`config.mk`:
```
export PLATFORM = sky130hd
export DESIGN_NAME = piradip_axis_sync_fifo
export DESIGN_NICKNAME = d
export VERILOG_FILES = /design/src/rtl/piradip_axis_sync_fifo_pkg.sv /design/src/rtl/piradip_fifo_dpram.sv /design/src/rtl/piradip_axis_sync_fifo.sv
export SDC_FILE = /design/constraint.sdc
export NUM_CORES = 1
export LEC_CHECK = 0
export ABC_AREA = 0
export BUFFER_PORTS_ARGS = -buffer_cell sky130_fd_sc_hd__buf_2
export CORE_MARGIN = 2
export CORE_UTILIZATION = 39
export CTS_CLUSTER_DIAMETER = 60
export DETAILED_ROUTE_END_ITERATION = 6
export GPL_TIMING_DRIVEN = 1
export PLACE_DENSITY = 0.64
export SLEW_MARGIN = 20
export SYNTH_ARGS = -nofsm -noshare
export SYNTH_HDL_FRONTEND = slang
export SYNTH_HIERARCHICAL = 1
export SYNTH_SLANG_ARGS = --single-unit
```
`constraint.sdc`:
```
create_clock -name aclk -period 11.5 [get_ports aclk]
set_input_delay 2.3 -clock aclk [delete_from_list [all_inputs] [get_ports aclk]]
set_output_delay 2.3 -clock aclk [all_outputs]
set_load 0.02 [all_outputs]
```
`src/rtl/piradip_axis_sync_fifo_pkg.sv`:
```
// Shared defaults for the piradip AXIS FIFO slice.
// Instantiating designs normally override WIDTH/DEPTH with their own stream
// widths. These values are only the standalone defaults.
package piradip_axis_sync_fifo_pkg;

    localparam int FIFO_DEF_WIDTH = 32;
    localparam int FIFO_DEF_DEPTH = 16;

endpackage

```
`src/rtl/piradip_fifo_dpram.sv`:
```
// Simple dual-port storage for the AXIS FIFO.
// Ports:
//   clk    - write clock
//   we     - write enable
//   waddr  - write address
//   wdata  - write data
//   raddr  - read address
//   rdata  - read data (asynchronous)
// Contents are intentionally not reset.
module piradip_fifo_dpram
    import piradip_axis_sync_fifo_pkg::*;
#(
    parameter int WIDTH = FIFO_DEF_WIDTH + 1,
    parameter int DEPTH = FIFO_DEF_DEPTH
) (
    input  logic                     clk,
    input  logic                     we,
    input  logic [$clog2(DEPTH)-1:0] waddr,
    input  logic [WIDTH-1:0]         wdata,
    input  logic [$clog2(DEPTH)-1:0] raddr,
    output logic [WIDTH-1:0]         rdata
);

    logic [WIDTH-1:0] mem_q [DEPTH];

    always_ff @(posedge clk) begin
        if (we) begin
            mem_q[waddr] <= wdata;
        end
    end

    assign rdata = mem_q[raddr];

endmodule

```
`src/rtl/piradip_axis_sync_fifo.sv`:
```
// Single-clock AXI4-Stream FIFO (tdata + tlast), first-word-fall-through.
// Ports:
//   aclk, aresetn                  - clock, async active-low reset
//   s_tdata/s_tvalid/s_tready/s_tlast - write-side AXIS
//   m_tdata/m_tvalid/m_tready/m_tlast - read-side AXIS (head entry shown)
// s_tready comes from a register loaded with the next count, so it never
// depends on m_tready and stays low while reset is asserted.
module piradip_axis_sync_fifo
    import piradip_axis_sync_fifo_pkg::*;
#(
    parameter int WIDTH = FIFO_DEF_WIDTH,
    parameter int DEPTH = FIFO_DEF_DEPTH
) (
    input  logic             aclk,
    input  logic             aresetn,
    input  logic [WIDTH-1:0] s_tdata,
    input  logic             s_tvalid,
    output logic             s_tready,
    input  logic             s_tlast,
    output logic [WIDTH-1:0] m_tdata,
    output logic             m_tvalid,
    input  logic             m_tready,
    output logic             m_tlast
);

    localparam int PW = $clog2(DEPTH);
    localparam int CW = $clog2(DEPTH + 1);
    localparam logic [CW-1:0] FULL_CNT = CW'(DEPTH);

    logic [PW-1:0] wr_ptr_q, wr_ptr_d;
    logic [PW-1:0] rd_ptr_q, rd_ptr_d;
    logic [CW-1:0] count_q, count_d;
    logic          rdy_q, rdy_d;
    logic          push, pop;
    logic [WIDTH:0] rd_word;

    assign m_tvalid = (count_q != '0);
    assign s_tready = rdy_q;
    assign push     = s_tvalid & rdy_q;
    assign pop      = m_tvalid & m_tready;

    always_comb begin
        wr_ptr_d = wr_ptr_q;
        rd_ptr_d = rd_ptr_q;
        count_d  = count_q;
        if (push) begin
            wr_ptr_d = wr_ptr_q + PW'(1);
        end
        if (pop) begin
            rd_ptr_d = rd_ptr_q + PW'(1);
        end
        case ({push, pop})
            2'b10:   count_d = count_q + CW'(1);
            2'b01:   count_d = count_q - CW'(1);
            default: count_d = count_q;
        endcase
        // Looking ahead at the next count lets ready reassert the cycle
        // after a pop from full, without a combinational m_tready path.
        rdy_d = (count_d != FULL_CNT);
    end

    always_ff @(posedge aclk or negedge aresetn) begin
        if (!aresetn) begin
            wr_ptr_q <= '0;
            rd_ptr_q <= '0;
            count_q  <= '0;
            rdy_q    <= 1'b0;
        end else begin
            wr_ptr_q <= wr_ptr_d;
            rd_ptr_q <= rd_ptr_d;
            count_q  <= count_d;
            rdy_q    <= rdy_d;
        end
    end

    piradip_fifo_dpram #(
        .WIDTH (WIDTH + 1),
        .DEPTH (DEPTH)
    ) u_mem (
        .clk   (aclk),
        .we    (push),
        .waddr (wr_ptr_q),
        .wdata ({s_tlast, s_tdata}),
        .raddr (rd_ptr_q),
        .rdata (rd_word)
    );

    assign m_tlast = rd_word[WIDTH];
    assign m_tdata = rd_word[WIDTH-1:0];

endmodule

```
==> Implementation_results.wiki <==
{| class="wikitable"
! Metric !! Value
|-
| Minimum clock period || 6.000 ns
|-
| Final antenna-violating net count || 0
|-
| Syn_area_per_cell || 23.13 sq um
|-
| Cell area after synthesis || 20720 sq um
|-
| Library cell contributing the largest single delay on the critical path || sky130_fd_sc_hd__dfrtp_4
|-
| Clock slew at reported path FFs || 0.06 ns
|-
| Max Transition Viols Final || 0
|-
| Deepest clock path buffer count || 3
|-
| Core ar. || 52550 sq um
|-
| Average vias per placed instance || 5.495
|-
| Input/output buffers || 71
|-
| Peak supply drop || 0.0001748 V
|-
| Max Cap Viol || 0
|-
| Gate power share || 29.1%
|-
| Number of flops mapped to enable cells by yosys || 528
|-
| Count of hold-fix buffers inserted at cts || 0
|-
| Number of library cell types mapped by synthesis || 37
|-
| Pwr dens || 249.6 nW/um^2
|-
| Summed negative setup slack over all endpoints || 0 ns
|-
| Worst hold-check path type || reg -> reg
|-
| Post-synthesis cell type with the largest combined area || sky130_fd_sc_hd__edfxtp_1
|-
| Clock insertion delay at the later pin of the skew report || 0.59 ns
|-
| Die H || 234.5 um
|-
| Most instantiated flip-flop cell in the synthesis netlist || sky130_fd_sc_hd__edfxtp_1
|-
| Standby leakage power || 7.515 nW
|-
| Count of inserted antenna diode cells || 0
|-
| Unrepaired setup endpoints after global routing || false
|-
| Critical path capture point type || output pin
|-
| Share of synthesized flip-flops with an asynchronous set or reset || 2.583%
|-
| Clock power share || 27.4%
|-
| Buffers inserted by post-CTS timing repair || 0
|-
| Critical path type || reg -> out
|-
| Post-detailed-route wirelength per cell || 25.39 um
|-
| Count of fill cells added during filler insertion || 4382
|-
| Number of DRC markers in iteration 0 || 862
|-
| Clock tree from TritonCTS || done
|-
| CTS-repair resized insts || 0
|-
| Synth Net Count || 940
|-
| Initial Utilization || 39.43%
|-
| Cell chain of the critical path || buf_4 -> mux4_2 -> a22oi_1 -> nand2_1 -> buf_2
|-
| Number of top-level pins || 72
|-
| Largest cells by area after synthesis || sky130_fd_sc_hd__edfxtp_1, sky130_fd_sc_hd__mux4_2, sky130_fd_sc_hd__mux4_1
|-
| Number of core rows || 84
|-
| Router iterations before antenna repair || 5
|-
| Register bit count reported by yosys || 542
|-
| Post-synthesis cell count || 896
|-
| Count of yosys warnings during synthesis || 6
|-
| RD Place Congestion || 0.6874
|-
| Antenna violations before repair || 6
|-
| Maximum number of pins on one net before global-route repair || 100
|-
| Most numerous cell in the Yosys netlist || sky130_fd_sc_hd__edfxtp_1
|-
| Area share of the largest cell type after synthesis || 76.51%
|-
| WHS || 0.5498 ns
|-
| Nature of the critical path startpoint || register
|-
| Largest fanout on the critical path || 72
|-
| Layout cell share with drive strength beyond 1 || 29.26%
|-
| Number of buffers inserted during clock tree synthesis || 52
|-
| Via count of the routed design || 9490
|-
| Slowest stage delay, CP || 1.03 ns
|-
| Switching part of the total power || 31.50%
|-
| Total gr overflow || 0
|-
| Total GRT Usage || 16.12%
|-
| Number of clock sinks seen by CTS || 542
|-
| Result of the run || completed
|-
| Sequential area share after synthesis || 78.20%
|-
| Sum of net half-perimeters after detailed placement || 22.04 mm
|-
| DIE AREA || 54990 sq um
|-
| Root Buffer Master || sky130_fd_sc_hd__clkbuf_16
|-
| Layout overhead on the synthesized area || 13.62%
|-
| Net switching power || 0.001851 W
|-
| Final Hold Vio Count || 0
|-
| Most common library cells after synthesis || sky130_fd_sc_hd__edfxtp_1, sky130_fd_sc_hd__mux4_2, sky130_fd_sc_hd__a22oi_1
|-
| Global-route wire length before repair || 63.83 mm
|-
| Setup-violating endpoint count in the final report || 0
|-
| Post-layout net count || 1043
|-
| Transition time at the pin with the least slew margin || 1.137 ns
|-
| Htree depth || 2
|-
| Sequential share of power || 43.5%
|-
| Total Wirelength || 43.84 mm
|-
| Required time reported for the critical path endpoint || 9.20 ns
|-
| Maximum clock frequency || 166.7 MHz
|-
| Worst Skew || 0.009897 ns
|-
| Number of global-route vias before repair || 9629
|-
| Slew margin rel. || 23.77%
|-
| Horizontal extent of the die || 234.5 um
|-
| Power Internal || 0.004026 W
|-
| Worst EP arrival || 3.70 ns
|-
| Register-to-register path setup slack || 8.31 ns
|-
| DR DRC count || 0
|-
| Fraction of the cycle the final worst path needs || 52.17%
|}
## layout make-up
| cell class | count | area, sq um | area share (%) |
|---|---|---|---|
| clock inverter | 25 | 188.9 | 0.8024 |
| clock buffer | 69 | 1408 | 5.978 |
| timing repair buffer | 95 | 548.0 | 2.328 |
| inverter | 2 | 7.507 | 0.03188 |
| tap | 688 | 860.8 | 3.656 |
| sequential | 542 | 16210 | 68.86 |
| multi-input combinational | 306 | 4319 | 18.34 |
## flip-flops by register name (all words and copies together) (netlist names)
name         flops
u_mem/mem_q    528
count_q          5
rd_ptr_q         4
wr_ptr_q         4
s_tready         1
## per-stage QoR
stage                     power [W]  util, %  instances  setup slack, ns  cell area [sq um]
final                      0.005877    44.80       1727            5.500              23550
after global routing       0.006142    44.80       1727            5.308              23550
after CTS                  0.005961    44.80       1727            5.426              23550
after detailed placement   0.004355    41.77       1633            6.049              21950
after global placement     0.004330    41.77       1633            6.031              21950
after floorplan            0.003797        -        896            5.718              20720
## metal layers
layer / part of all wire [%] / wire [um] / up-vias / track usage, %
met5: 0.11 / 48 / - / 0
met4: 2.0 / 884 / 8 / 4.403
met3: 6.0 / 2626 / 74 / 3.089
met2: 49 / 21580 / 250 / 26.02
met1: 43 / 18700 / 5110 / 22.55
li1: - / - / 4048 / -
## worst max-delay path, delay by kind of cell (launching register included)
family                 cells  cell delay (ns)
AO/OA/AOI/OAI              1             0.26
buffers and inverters      2             1.13
flip-flops                 1             1.03
multiplexers               1             0.41
AND/OR/NAND/NOR            1             0.20
## cell families after synthesis
family / after synthesis / share of synthesized area [%]
adder cells (fa/ha/maj): 7 / 0.4589
XOR/XNOR: 9 / 0.3804
AO/OA/AOI/OAI: 77 / 2.784
buffers and inverters: 48 / 1.600
flip-flops: 542 / 78.20
AND/OR/NAND/NOR: 77 / 1.666
multiplexers: 136 / 14.91
## cells in the final DEF (no fill, tap or decap), types with 7 or more instances in the layout
| cell type | n |
|---|---|
| sky130_fd_sc_hd__edfxtp_1 | 528 |
| sky130_fd_sc_hd__mux4_2 | 113 |
| sky130_fd_sc_hd__buf_2 | 71 |
| sky130_fd_sc_hd__a22oi_1 | 66 |
| sky130_fd_sc_hd__clkbuf_16 | 54 |
| sky130_fd_sc_hd__nand2_1 | 40 |
| sky130_fd_sc_hd__buf_4 | 23 |
| sky130_fd_sc_hd__mux4_1 | 19 |
| sky130_fd_sc_hd__clkbuf_1 | 15 |
| sky130_fd_sc_hd__nor2_4 | 13 |
| sky130_fd_sc_hd__dfrtp_1 | 12 |
| sky130_fd_sc_hd__clkinv_1 | 11 |
| sky130_fd_sc_hd__xnor2_1 | 7 |
| sky130_fd_sc_hd__clkinv_2 | 7 |
## power by group through the flow
stage | Sequential (W) | Combinational [W] | Clock (W)
2_1_floorplan | 0.00250 | 0.00130 | 0
3_5_place_dp | 0.00261 | 0.00175 | 0
4_1_cts | 0.00257 | 0.00175 | 0.00164
3_3_place_gp | 0.00260 | 0.00173 | 0
6_report | 0.00256 | 0.00171 | 0.00161
5_1_grt | 0.00258 | 0.00184 | 0.00172
## path summary, 6_finish.rpt
kind                       cells past startpoint                     from                           end
min                                            1  wr_ptr_q[3]$_DFFE_PN0P_       wr_ptr_q[3]$_DFFE_PN0P_
max in group asynchronous                      1                  aresetn       rd_ptr_q[1]$_DFFE_PN0P_
min in group asynchronous                      1                  aresetn            s_tready$_DFF_PN0_
min reg2reg                                    1  wr_ptr_q[3]$_DFFE_PN0P_       wr_ptr_q[3]$_DFFE_PN0P_
max reg2reg                                    5       s_tready$_DFF_PN0_  u_mem/mem_q[0][22]$_DFFE_PP_
max                                            5  rd_ptr_q[1]$_DFFE_PN0P_                    m_tdata[0]
Note: power is estimated with default switching activity, not from simulation.
